===== src/rtl/bmf_pkg.sv =====
// Shared types and the Boolean matrix-vector product for the BMF H decoder.
// The product works on padded maximum-size operands so any K/M up to the maxima can reuse it.
package bmf_pkg;

   localparam int unsigned BMF_K    = 6;
   localparam int unsigned BMF_M    = 7;
   localparam int unsigned BMF_KMAX = 32;
   localparam int unsigned BMF_MMAX = 32;

   typedef enum logic [1:0] {
      UNCFG = 2'd0,
      RUN   = 2'd1,
      DRAIN = 2'd2,
      COPY  = 2'd3
   } bmf_state_e;

   typedef logic [BMF_KMAX-1:0][BMF_MMAX-1:0] bmf_hmat_t;

   // y[m] = OR_i (k[i] & H[i][m]), or XOR_i of the same terms in GF(2) mode
   function automatic logic [BMF_MMAX-1:0] bool_mat_vec(
      input logic [BMF_KMAX-1:0] k,
      input bmf_hmat_t           h,
      input logic                xor_mode
   );
      logic [BMF_MMAX-1:0] acc;
      acc = '0;
      for (int unsigned i = 0; i < BMF_KMAX; i++) begin
         if (k[i]) begin
            acc = xor_mode ? (acc ^ h[i]) : (acc | h[i]);
         end
      end
      return acc;
   endfunction

endpackage


===== src/rtl/bmf_h_bank.sv =====
// Shadow and active H register banks with row write port, copy strobe and sticky range error.
// A write landing in the copy cycle updates only the shadow; active takes the pre-write shadow.
module bmf_h_bank
   import bmf_pkg::*;
#(
   parameter  int unsigned K  = BMF_K,
   parameter  int unsigned M  = BMF_M,
   localparam int unsigned RW = (K > 1) ? $clog2(K) : 1
) (
   input  logic                clk,
   input  logic                rst,
   input  logic                i_we,
   input  logic [RW-1:0]       i_row,
   input  logic [M-1:0]        i_data,
   input  logic                i_copy,
   output logic [K-1:0][M-1:0] o_active,
   output logic                o_err
);

   logic [K-1:0][M-1:0] r_shadow;
   logic [K-1:0][M-1:0] r_active;
   logic                r_err;
   logic                w_row_ok;

   assign w_row_ok = (32'(i_row) < K);

   always_ff @(posedge clk) begin
      if (rst) begin
         r_shadow <= '0;
         r_active <= '0;
         r_err    <= 1'b0;
      end else begin
         if (i_copy) begin
            r_active <= r_shadow;
         end
         if (i_we) begin
            if (w_row_ok) begin
               r_shadow[i_row] <= i_data;
            end else begin
               r_err <= 1'b1;
            end
         end
      end
   end

   assign o_active = r_active;
   assign o_err    = r_err;

endmodule


===== src/rtl/bmf_h_decoder_seq.sv =====
// Streaming BMF decompressor: decodes K-bit latents through a runtime-loadable H into M-bit outputs.
// Commits drain the single-entry output register before the one-cycle bank copy.
module bmf_h_decoder_seq
   import bmf_pkg::*;
#(
   parameter  int unsigned K     = BMF_K,
   parameter  int unsigned M     = BMF_M,
   parameter  int unsigned CNT_W = 16,
   localparam int unsigned RW    = (K > 1) ? $clog2(K) : 1
) (
   input  logic             clk,
   input  logic             rst,
   input  logic             cfg_we,
   input  logic [RW-1:0]    cfg_row,
   input  logic [M-1:0]     cfg_data,
   input  logic             cfg_xor,
   input  logic             cfg_commit,
   output logic             cfg_busy,
   output logic             cfg_err,
   input  logic             in_valid,
   output logic             in_ready,
   input  logic [K-1:0]     in_k,
   output logic             out_valid,
   input  logic             out_ready,
   output logic [M-1:0]     out_y,
   output logic [CNT_W-1:0] dec_count
);

   bmf_state_e          r_state;
   bmf_state_e          w_state_nxt;
   logic                r_xor_pend;
   logic                r_xor_mode;
   logic                r_out_valid;
   logic [M-1:0]        r_out_y;
   logic [CNT_W-1:0]    r_cnt;
   logic                w_in_ready;
   logic                w_busy;
   logic                w_copy;
   logic                w_capture;
   logic                w_hs;
   logic [K-1:0][M-1:0] w_active;
   bmf_hmat_t           w_h_pad;

   bmf_h_bank #(
      .K (K),
      .M (M)
   ) u_bank (
      .clk      (clk),
      .rst      (rst),
      .i_we     (cfg_we),
      .i_row    (cfg_row),
      .i_data   (cfg_data),
      .i_copy   (w_copy),
      .o_active (w_active),
      .o_err    (cfg_err)
   );

   always_ff @(posedge clk) begin
      if (rst) begin
         r_state <= UNCFG;
      end else begin
         r_state <= w_state_nxt;
      end
   end

   // Next state, handshake gating and commit control
   always_comb begin
      w_state_nxt = r_state;
      w_in_ready  = 1'b0;
      w_busy      = 1'b0;
      w_copy      = 1'b0;
      w_capture   = 1'b0;
      case (r_state)
         UNCFG: begin
            if (cfg_commit) begin
               w_capture   = 1'b1;
               w_state_nxt = COPY;
            end
         end
         RUN: begin
            w_in_ready = !r_out_valid || out_ready;
            if (cfg_commit) begin
               w_capture   = 1'b1;
               w_state_nxt = DRAIN;
            end
         end
         DRAIN: begin
            w_busy = 1'b1;
            if (!r_out_valid || out_ready) begin
               w_state_nxt = COPY;
            end
         end
         COPY: begin
            w_busy      = 1'b1;
            w_copy      = 1'b1;
            w_state_nxt = RUN;
         end
         default: w_state_nxt = UNCFG;
      endcase
   end

   assign w_hs = in_valid && w_in_ready;

   always_comb begin
      w_h_pad = '0;
      for (int unsigned i = 0; i < K; i++) begin
         w_h_pad[i] = BMF_MMAX'(w_active[i]);
      end
   end

   always_ff @(posedge clk) begin
      if (rst) begin
         r_xor_pend <= 1'b0;
         r_xor_mode <= 1'b0;
      end else begin
         if (w_capture) begin
            r_xor_pend <= cfg_xor;
         end
         if (w_copy) begin
            r_xor_mode <= r_xor_pend;
         end
      end
   end

   // Single output register; a new handshake overwrites a result draining in the same cycle
   always_ff @(posedge clk) begin
      if (rst) begin
         r_out_valid <= 1'b0;
         r_out_y     <= '0;
      end else if (w_hs) begin
         r_out_valid <= 1'b1;
         r_out_y     <= M'(bool_mat_vec(BMF_KMAX'(in_k), w_h_pad, r_xor_mode));
      end else if (out_ready) begin
         r_out_valid <= 1'b0;
      end
   end

   always_ff @(posedge clk) begin
      if (rst) begin
         r_cnt <= '0;
      end else if (w_hs && (r_cnt != '1)) begin
         r_cnt <= r_cnt + CNT_W'(1);
      end
   end

   assign in_ready  = w_in_ready;
   assign cfg_busy  = w_busy;
   assign out_valid = r_out_valid;
   assign out_y     = r_out_y;
   assign dec_count = r_cnt;

endmodule


===== config.mk =====
export PLATFORM = sky130hd
export DESIGN_NAME = bmf_h_decoder_seq
export DESIGN_NICKNAME = d
export VERILOG_FILES = /design/src/rtl/bmf_pkg.sv /design/src/rtl/bmf_h_bank.sv /design/src/rtl/bmf_h_decoder_seq.sv
export SDC_FILE = /design/constraint.sdc
export NUM_CORES = 1
export LEC_CHECK = 0
export CAP_MARGIN = 0
export CORE_MARGIN = 5
export CORE_UTILIZATION = 40
export CTS_BUF_LIST = sky130_fd_sc_hd__clkbuf_8
export DETAILED_ROUTE_END_ITERATION = 12
export GPL_TIMING_DRIVEN = 1
export PLACE_DENSITY = 0.59
export SYNTH_ARGS = -nofsm -noshare
export SYNTH_HDL_FRONTEND = slang
export SYNTH_HIERARCHICAL = 1
export SYNTH_SLANG_ARGS = --single-unit

===== constraint.sdc =====
create_clock -name clk -period 12.2 [get_ports clk]
set_clock_uncertainty 0.05 [all_clocks]
set_input_delay 2.44 -clock clk [delete_from_list [all_inputs] [get_ports clk]]
set_output_delay 2.44 -clock clk [all_outputs]
set_load 0.02 [all_outputs]

==> Word level (Yosys, flattened, before mapping) <==
Cells that the tools add are included.
{ "classes": {"muxes": 35, "eq_ne": 7, "order_cmp": 3, "n_bitwise": 11, "addsub": 1, "reduce_logical": 12} }
{ "op_table": {"columns": ["operator", "n"], "rows": [
  ["2-to-1 mux 7 bit", 22],
  ["bitwise mux 42 bit", 1],
  ["bitwise OR 7 bit", 5],
  ["XOR 7 bit", 5],
  ["demux 7 bit (select 3 bit)", 1],
  ["adder 16 x 1 -> 16 bit (second input constant)", 1],
  ["inequality test 16 bit (second input constant)", 1],
  ["case mux 2 bit (4 select lines)", 1],
  ["2-to-1 mux 1 bit", 7],
  ["2-to-1 mux 2 bit", 3],
  ["inequality test 2 bit (second input constant)", 3],
  ["== test 2 bit (second input constant)", 2],
  ["< comparator 3 x 4 -> 1 bit (second input constant)", 1],
  ["AND reduction 2 bit", 2],
  ["OR reduction 2 bit", 2],
  [">= comparator 3 x 1 -> 1 bit (second input constant)", 1],
  ["logical AND 1 bit", 3],
  ["< comparator 3 bit (second input constant)", 1],
  ["AND reduction 3 bit", 1],
  ["== test 2 x 1 -> 1 bit (second input constant)", 1],
  ["zero test 2 bit", 1],
  ["nonzero test 2 bit", 1],
  ["zero test 1 bit", 1],
  ["logical OR 1 bit", 1],
  ["inverter 1 bit", 1]
]} }
{ "word_totals": {"elab_cells": 88, "ff_bits": 113, "output_inout_bits": 27, "in_bits": 23} }

==> Longest topological paths before layout <==
Gate-level depths: netlist of the first run.
{ "depth": {"depth_word": 29, "ltp_mapped": 20, "ltp_nobuf": 18} }

==> Hierarchy <==
The synthesis of the first run kept the hierarchy.
{ "by_module_without_submodules": {"columns": ["module", "seq_area_each_um2", "cells_each", "area_per_inst_um2", "instances"], "rows": [
  ["bmf_h_bank", 1701.6, 291, 3198.1, 1],
  ["bmf_h_decoder_seq", 560.5, 383, 2905.3, 1]
]} }

==> Worst setup path after synthesis of the first run <==
No wires, ideal clock.
{ "synth_timing": {"path_type": "input to register", "start": "input in_k[0]", "end": "register r_out_y[2] (netlist: out_y[2])", "arrival_time_ps": 5468, "path_buffers": 2, "path_slack_ps": 6551, "path_stages": 17, "setup_ps": 131, "required_time_ps": 12019, "cell_sequence": "buf_2 -> buf_2 -> nand2_1 -> ha_1 -> and3b_4 -> or4_1 -> a32oi_1 -> a21oi_1 -> ha_1 -> nand2_1 -> o21ai_0 -> a221oi_2 -> ha_1 -> a21oi_1 -> nor3_1 -> a21oi_1 -> o22ai_1"} }
{ "synth_between": {"elab_chain_len": 26, "word_cells_on_any_way": 31, "classes_between": "mux (21); bitwise (10)"} }
{ "synth_lines": {"columns": ["element", "line", "rtl"], "rows": [
  ["start, declared", "bmf_h_decoder_seq.sv:22", "input logic [K-1:0] in_k,"],
  ["2-to-1 mux 7 bit (*)", "bmf_pkg.sv:28", "if (k[i]) begin"],
  ["2-to-1 mux 7 bit (*)", "bmf_h_decoder_seq.sv:130", "end else if (w_hs) begin"],
  ["2-to-1 mux 7 bit (*)", "bmf_h_decoder_seq.sv:127", "if (rst) begin"],
  ["bitwise OR 7 bit / XOR 7 bit (equally long branches)", "bmf_pkg.sv:29", "acc = xor_mode ? (acc ^ h[i]) : (acc | h[i]);"],
  ["2-to-1 mux 7 bit", "bmf_pkg.sv:29", null],
  ["2-to-1 mux 7 bit (*)", "bmf_pkg.sv:28", null],
  ["2-to-1 mux 7 bit (*)", "bmf_h_decoder_seq.sv:130", null],
  ["2-to-1 mux 7 bit (*)", "bmf_h_decoder_seq.sv:127", null],
  ["[... 10 more ...]", null, null],
  ["bitwise OR 7 bit / XOR 7 bit (equally long branches)", "bmf_pkg.sv:29", null],
  ["2-to-1 mux 7 bit", "bmf_pkg.sv:29", null],
  ["2-to-1 mux 7 bit (*)", "bmf_pkg.sv:28", null],
  ["2-to-1 mux 7 bit (*)", "bmf_h_decoder_seq.sv:130", null],
  ["2-to-1 mux 7 bit (*)", "bmf_h_decoder_seq.sv:127", null],
  ["bitwise OR 7 bit / XOR 7 bit (equally long branches)", "bmf_pkg.sv:29", null],
  ["2-to-1 mux 7 bit", "bmf_pkg.sv:29", null],
  ["2-to-1 mux 7 bit (*)", "bmf_pkg.sv:28", null],
  ["end signal, assigned", "bmf_h_decoder_seq.sv:132", "r_out_y <= M'(bool_mat_vec(BMF_KMAX'(in_k), w_h_pad, r_xor_mode));"],
  ["end, declared", "bmf_h_decoder_seq.sv:34", "logic [M-1:0] r_out_y;"]
]} }
Every way passes the cells marked *; elsewhere a longest branch is shown, timed or not. The select of a mux whose other input is x is not followed.
A chain may end at the register's enable or synchronous reset.

==> Final worst setup path of the first run <==
{ "layout_timing": {"start": "input out_ready", "end": "output in_ready"} }
{ "layout_between": {"elab_chain_len": 2} }
{ "layout_lines": {"columns": ["element", "line", "rtl"], "rows": [
  ["start, declared", "bmf_h_decoder_seq.sv:24", "input logic out_ready,"],
  ["logical OR 1 bit", "bmf_h_decoder_seq.sv:81", "w_in_ready = !r_out_valid || out_ready;"],
  ["2-to-1 mux 1 bit", "bmf_h_decoder_seq.sv:73", "case (r_state)"],
  ["end, declared", "bmf_h_decoder_seq.sv:21", "output logic in_ready,"]
]} }
No other way between the ends.

==> results of run 1 <==
[cells by family (layout without fill, tap and decap cells)]
group,count (synthesis),count (layout)
adders and majority gates,22,22
and+or+nand+nor,257,257
buffers and inverters,69,108
xor gates and xnor gates,16,16
AOI/OAI and AO/OA,110,110
muxes,87,87
DFF,113,113
[per-stage QoR]
stage               util (%)  total power (uW)  instances
floorplan                  -             429.9        674
global placement       44.01             449.8        869
detailed placement     44.01             451.5        869
CTS                    46.96             848.4        901
global route           46.96             872.8        901
finish                 46.96             837.7        901
[path summary, 6_finish.rpt]
kind	cells past startpoint	end	slack [ps]	startpoint
worst max-delay path	4	in_ready	5830	out_ready
worst min-delay path	2	u_bank/r_shadow[33]	420	u_bank/r_shadow[33]
worst max register to register	14	out_y[5]	8430	r_xor_mode
worst min register to register	2	u_bank/r_shadow[33]	420	u_bank/r_shadow[33]
[flip-flops by register name (all words and copies together), names as in the netlist]
signal           flops
u_bank/o_active     42
u_bank/r_shadow     42
dec_count           16
out_y                7
r_state              2
out_valid            1
r_xor_mode           1
r_xor_pend           1
u_bank/o_err         1
[layout make-up]
class	count	area (sq um)	area share [%]
repair buffers	52	508.0	7.169
clock inverters	13	183.9	2.596
clock buffers	19	261.5	3.691
flip-flops and latches	113	2262	31.93
inverters	24	90.09	1.271
well taps	188	235.2	3.320
multi-input cells	492	3545	50.03
[per-layer routing]
metal  global-route usage (%)  wire, microns
met4                    8.171            440
met1                    21.73           7011
met5                        0              0
met3                    4.607            621
met2                    27.29           6677
[cell usage after synthesis, drive strengths merged, types with 2 or more instances]
| cell | n | area (sq um) |
|---|---|---|
| dfxtp | 113 | 2262 |
| mux2i | 87 | 870.8 |
| nor2 | 80 | 302.8 |
| nand2b | 65 | 406.6 |
| a21oi | 32 | 160.2 |
| nand2 | 26 | 97.59 |
| clkbuf | 25 | 95.09 |
| inv | 24 | 90.09 |
| ha | 22 | 275.3 |
| a311oi | 20 | 206.5 |
| buf | 20 | 112.6 |
| and2 | 15 | 93.84 |
| and3b | 15 | 138.9 |
| xnor2 | 14 | 122.6 |
| a211oi | 13 | 117.6 |
| o21ai | 12 | 60.06 |
| nor3 | 9 | 45.04 |
| o22ai | 8 | 50.05 |
| nand3 | 7 | 35.03 |
| nand4 | 7 | 43.79 |
| a31oi | 5 | 31.28 |
| nand3b | 5 | 37.54 |
| a21bo | 4 | 40.04 |
| and3 | 4 | 25.02 |
| o211a | 4 | 40.04 |
| and4 | 3 | 26.28 |
| nand4bb | 3 | 33.78 |
| nor4 | 3 | 18.77 |
| nor4b | 3 | 26.28 |
| a21boi | 2 | 15.01 |
| a221oi | 2 | 30.03 |
| a32oi | 2 | 17.52 |
| nand4b | 2 | 17.52 |
| or2b | 2 | 15.01 |
| or4 | 2 | 15.01 |
| xor2 | 2 | 17.52 |
[cells in the final DEF (no fill, tap or decap), drive strengths merged, types with 3 or more instances in the layout]
| cell | instances |
|---|---|
| nand2 | 26 |
| nor4b | 3 |
| nand3 | 7 |
| nor4 | 3 |
| nand3b | 5 |
| and3b | 15 |
| nor3 | 9 |
| o22ai | 8 |
| clkbuf | 19 |
| xnor2 | 14 |
| o211a | 4 |
| a21oi | 32 |
| clkdlybuf4s50 | 48 |
| and4 | 3 |
| nor2 | 80 |
| a211oi | 13 |
| ha | 22 |
| bufinv | 4 |
| o21ai | 12 |
| buf | 4 |
| a311oi | 20 |
| a31oi | 5 |
| inv | 29 |
| dfxtp | 113 |
| and3 | 4 |
| and2 | 15 |
| nand2b | 65 |
| a21bo | 4 |
| mux2i | 87 |
| nand4bb | 3 |
| clkinv | 3 |
| nand4 | 7 |
[worst max-delay path, stage by stage]
cell and delay [ps]:
clkdlybuf4s50_1 450, nand2b_1 230, and2_1 160, clkdlybuf4s50_1 600
[power by group]
group	total, uW	leakage [uW]	internal [uW]	switching, uW
Combinational	65.0	0.00152	27.8	37.3
Sequential	378	0.000913	374	3.84
Clock	395	0.000230	234	161
==> metrics.csv, run 1 <==
metric,value,unit
clock latency at the later pin of the worst-skew pair,440,ps
Synth Area in Adders,4.510,%
Worst-path clk slew,70,ps
Startpoint Class,input port,
io pins,50,
sequential area share after synthesis,37.06,%
Final Max Tran Viols,0,
# port buffers,49,
Fin. Hold Viols,0,
mux contribution to synthesized area,14.27,%
remaining routing DRC violations,0,
number of library cell types mapped by synthesis,55,
WHS,424.7,ps
total gr overflow,0,
"FF+latch count, synth",113,
DP Worst Slack,5482,ps
drt via density,5.420,
HP Class,flop to flop,
CTS root buf,clkbuf_8,
Initial Utilization,40.45,%
vias in the first global route,4830,
first-pass GRT wire length,24720,microns
status,completed,
max cap viols,0,
Antenna Nets Post-Route,0,
die width,133.5,microns
clk buf depth,2,
CP Data Required Time,9710,ps
cts hold-fix bufs,0,
# setup viols final,0,
Pleak,0.002659,uW
ys flop type,dfxtp_1,
fill count,1388,
largest net degree at the start of global routing,92,
nets,745,
Peak Freq,0.1569,GHz
pwr dens,118.2,nW/um^2
main combinational cell family by area after synthesis,simple AND/OR/NAND/NOR gates,
clk sinks,113,
TritonCTS clock tree,built,
post-synthesis xor/xnor area fraction,2.296,%
slew margin rel.,32.49,%
period utilisation layout,52.25,%
crit path time final,6375,ps
area of the die,17830,sq um
Post-DP Area,6640,sq um
initial antenna violation count,0,
Mean Syn Cell Area,9.055,sq um
final instance area,7086,sq um
Syn Inst Count,674,
initial DRC count,247,
compound-cell area share of the yosys netlist,13.49,%
drt wl/cell,16.37,microns
Worst setup EP type,output pin,
Final TNS setup,0,ps
setup bufs post-CTS,0,
first drt pass iteration count,4,
core area,15090,sq um
fraction of registers with async set/reset,0,%
DIE HEIGHT,133.5,microns
kind of critical path,input port to output pin,
CP arrival,3880,ps
Yosys warning total,6,
fraction of layout cells with a size suffix above 1,7.994,%
unrepaired setup endpoints after global routing,false,
Final GP Congestion,0.8136,
row cnt,45,
drt total wl,14750,microns
worst setup margin,5825,ps
CTS resizes,0,
Via Count,4883,
simple-gate share of the synthesized area,23.49,%
gr usage total,17.19,%
Post-synth EDFFs,0,
Worst-Margin Slew,1009,ps
placed wire-length estimate,10220,microns
CTS buffer count,17,
post-synth net total,719,
area delta synth->final,16.09,%
synthesized cell area,6103,sq um
CTS H-tree lvls,4,
VDD IR max,61.75,uV
n_diodes,0,
Crit Path Max Fanout,7,
(Power assumes the default switching activity.)
==> run 2: changes to the inputs <==
- PLACE_DENSITY: 0.59 -> 0.61
- clock period: 12.2 -> 5.52 ns (I/O delays scaled with it)
==> metrics.csv, run 2 (synthesis gave the netlist of run 1 again) <==
metric,value,unit,change
status,completed,,
Startpoint Class,input port,,
first-pass GRT wire length,24180,microns,-2.2%
register area,2262,sq um,unchanged
fraction of layout cells with a size suffix above 1,8.774,%,+0.78 points
area of the die,17830,sq um,unchanged
period utilisation layout,81.95,%,
CTS resizes,0,,unchanged
Initial Utilization,40.45,%,unchanged
Pleak,0.002689,uW,+1.1%
fill count,1408,,+1.4%
kind of critical path,input port to flop,,
Via Count,4854,,-0.59%
R2R Setup Slk,1700,ps,-6730 ps
# port buffers,49,,unchanged
"commonest non-fill, non-tap cells in the layout","113 x dfxtp_1, 87 x mux2i_1, 79 x nor2_1",,
crit path time final,4523,ps,
DP Worst Slack,558.3,ps,-4924 ps
CP arrival,4770,ps,+890 ps
vias in the first global route,4776,,-1.1%
unrepaired setup endpoints after global routing,false,,
drt wl/cell,16.10,microns,-1.7%
io pins,50,,unchanged
setup bufs post-CTS,0,,unchanged
Antenna Nets Post-Route,0,,unchanged
clk sinks,113,,unchanged
# setup viols final,0,,unchanged
DIE HEIGHT,133.5,microns,unchanged
Final GP Congestion,0.8682,,+6.7%
clock latency at the later pin of the worst-skew pair,430,ps,about the same
nets,750,,+0.67%
placed wire-length estimate,10330,microns,+1.1%
area delta synth->final,17.12,%,
TritonCTS clock tree,built,,
VDD IR max,168.0,uV,+170%
Peak Freq,0.2211,GHz,
largest net degree at the start of global routing,59,,-36%
CTS root buf,clkbuf_8,,
row cnt,45,,unchanged
initial DRC count,217,,-12%
CTS H-tree lvls,4,,unchanged
CTS buffer count,17,,unchanged
HP Class,flop to flop,,
core area,15090,sq um,unchanged
first drt pass iteration count,4,,unchanged
WHS,424.1,ps,-0.6050 ps
initial antenna violation count,0,,unchanged
n_diodes,0,,unchanged
slew margin rel.,44.24,%,+12 points
Worst-Margin Slew,830.0,ps,-179.5 ps
gr usage total,16.82,%,-0.37 points
worst setup margin,996.6,ps,-4829 ps
max cap viols,0,,unchanged
Worst setup EP type,flop,,
clk buf depth,2,,unchanged
total gr overflow,0,,unchanged
CP Data Required Time,5770,ps,-3940 ps
drt total wl,14590,microns,-1.1%
die width,133.5,microns,unchanged
Final Max Tran Viols,0,,unchanged
drt via density,5.358,,-1.1%
Fin. Hold Viols,0,,unchanged
"most common cell after layout, fill and taps aside",dfxtp_1,,
remaining routing DRC violations,0,,unchanged
multi-input logic area,3545,sq um,unchanged
Worst-path clk slew,70,ps,about the same
cts hold-fix bufs,0,,unchanged
Non-Filler Instances,906,,+0.55%
Crit Path Max Fanout,13,,+6
placed insts,874,,+0.58%
pwr dens,264.7,nW/um^2,+120%
Final TNS setup,0,ps,unchanged
total power,1892,uW,+130%
## run 2: cell count changes in the layout (fill, tap and decap cells not counted)
cell	previous run	this run
clkinvlp_4	1	2
clkinv_4	2	3
inv_1	26	25
bufinv_16	4	5
buf_4	3	8
inv_6	3	1
## run 2: worst max-delay path: stages
cell	delay, ps
clkdlybuf4s50_1	590
buf_4	240
nand2_1	80
ha_1	280
nand2b_1	150
a311oi_1	510
a311oi_1	120
a31oi_1	190
ha_1	250
nand2_1	60
o21ai_0	80
and2_1	200
a211oi_2	180
ha_1	270
a21oi_1	140
nor3_1	60
a21oi_1	150
o22ai_1	100
## run 2: power breakdown
group	internal, uW	leakage, uW	total [uW]	switching [uW]
sequential	827	0.000913	836	9.10
clock	562	0.000234	911	349
combinational	62.7	0.00154	144	81.7
total	1450	0.00269	1890	440
## run 2: layer usage
layer | track usage, % | share of wire, %
met1 | 22.01 | 48
met2 | 26.61 | 46
met4 | 6.571 | 1.5
met5 | 0 | 0
met3 | 4.343 | 4.6
## run 2: stage by stage
stage / area (sq um) / util [%]
floorplan: 6103 / -
global placement: 6678 / 44.25
detailed placement: 6678 / 44.25
CTS: 7148 / 47.37
global route: 7148 / 47.37
finish: 7148 / 47.37
## run 2: final timing paths
| check | startpoint | to | cells past startpoint |
|---|---|---|---|
| max reg2reg | r_xor_mode | out_y[3] | 15 |
| min reg2reg | r_xor_pend | r_xor_pend | 2 |
| min | r_xor_pend | r_xor_pend | 2 |
| max | in_k[0] | out_y[3] | 18 |
## run 2: area by class of cell
type | instances | area share (%)
clock buffer | 19 | 3.658
clock inverter | 13 | 2.923
inverter | 24 | 1.260
multi-input combinational | 492 | 49.59
sequential | 113 | 31.65
tap | 188 | 3.291
timing repair buffer | 57 | 7.632
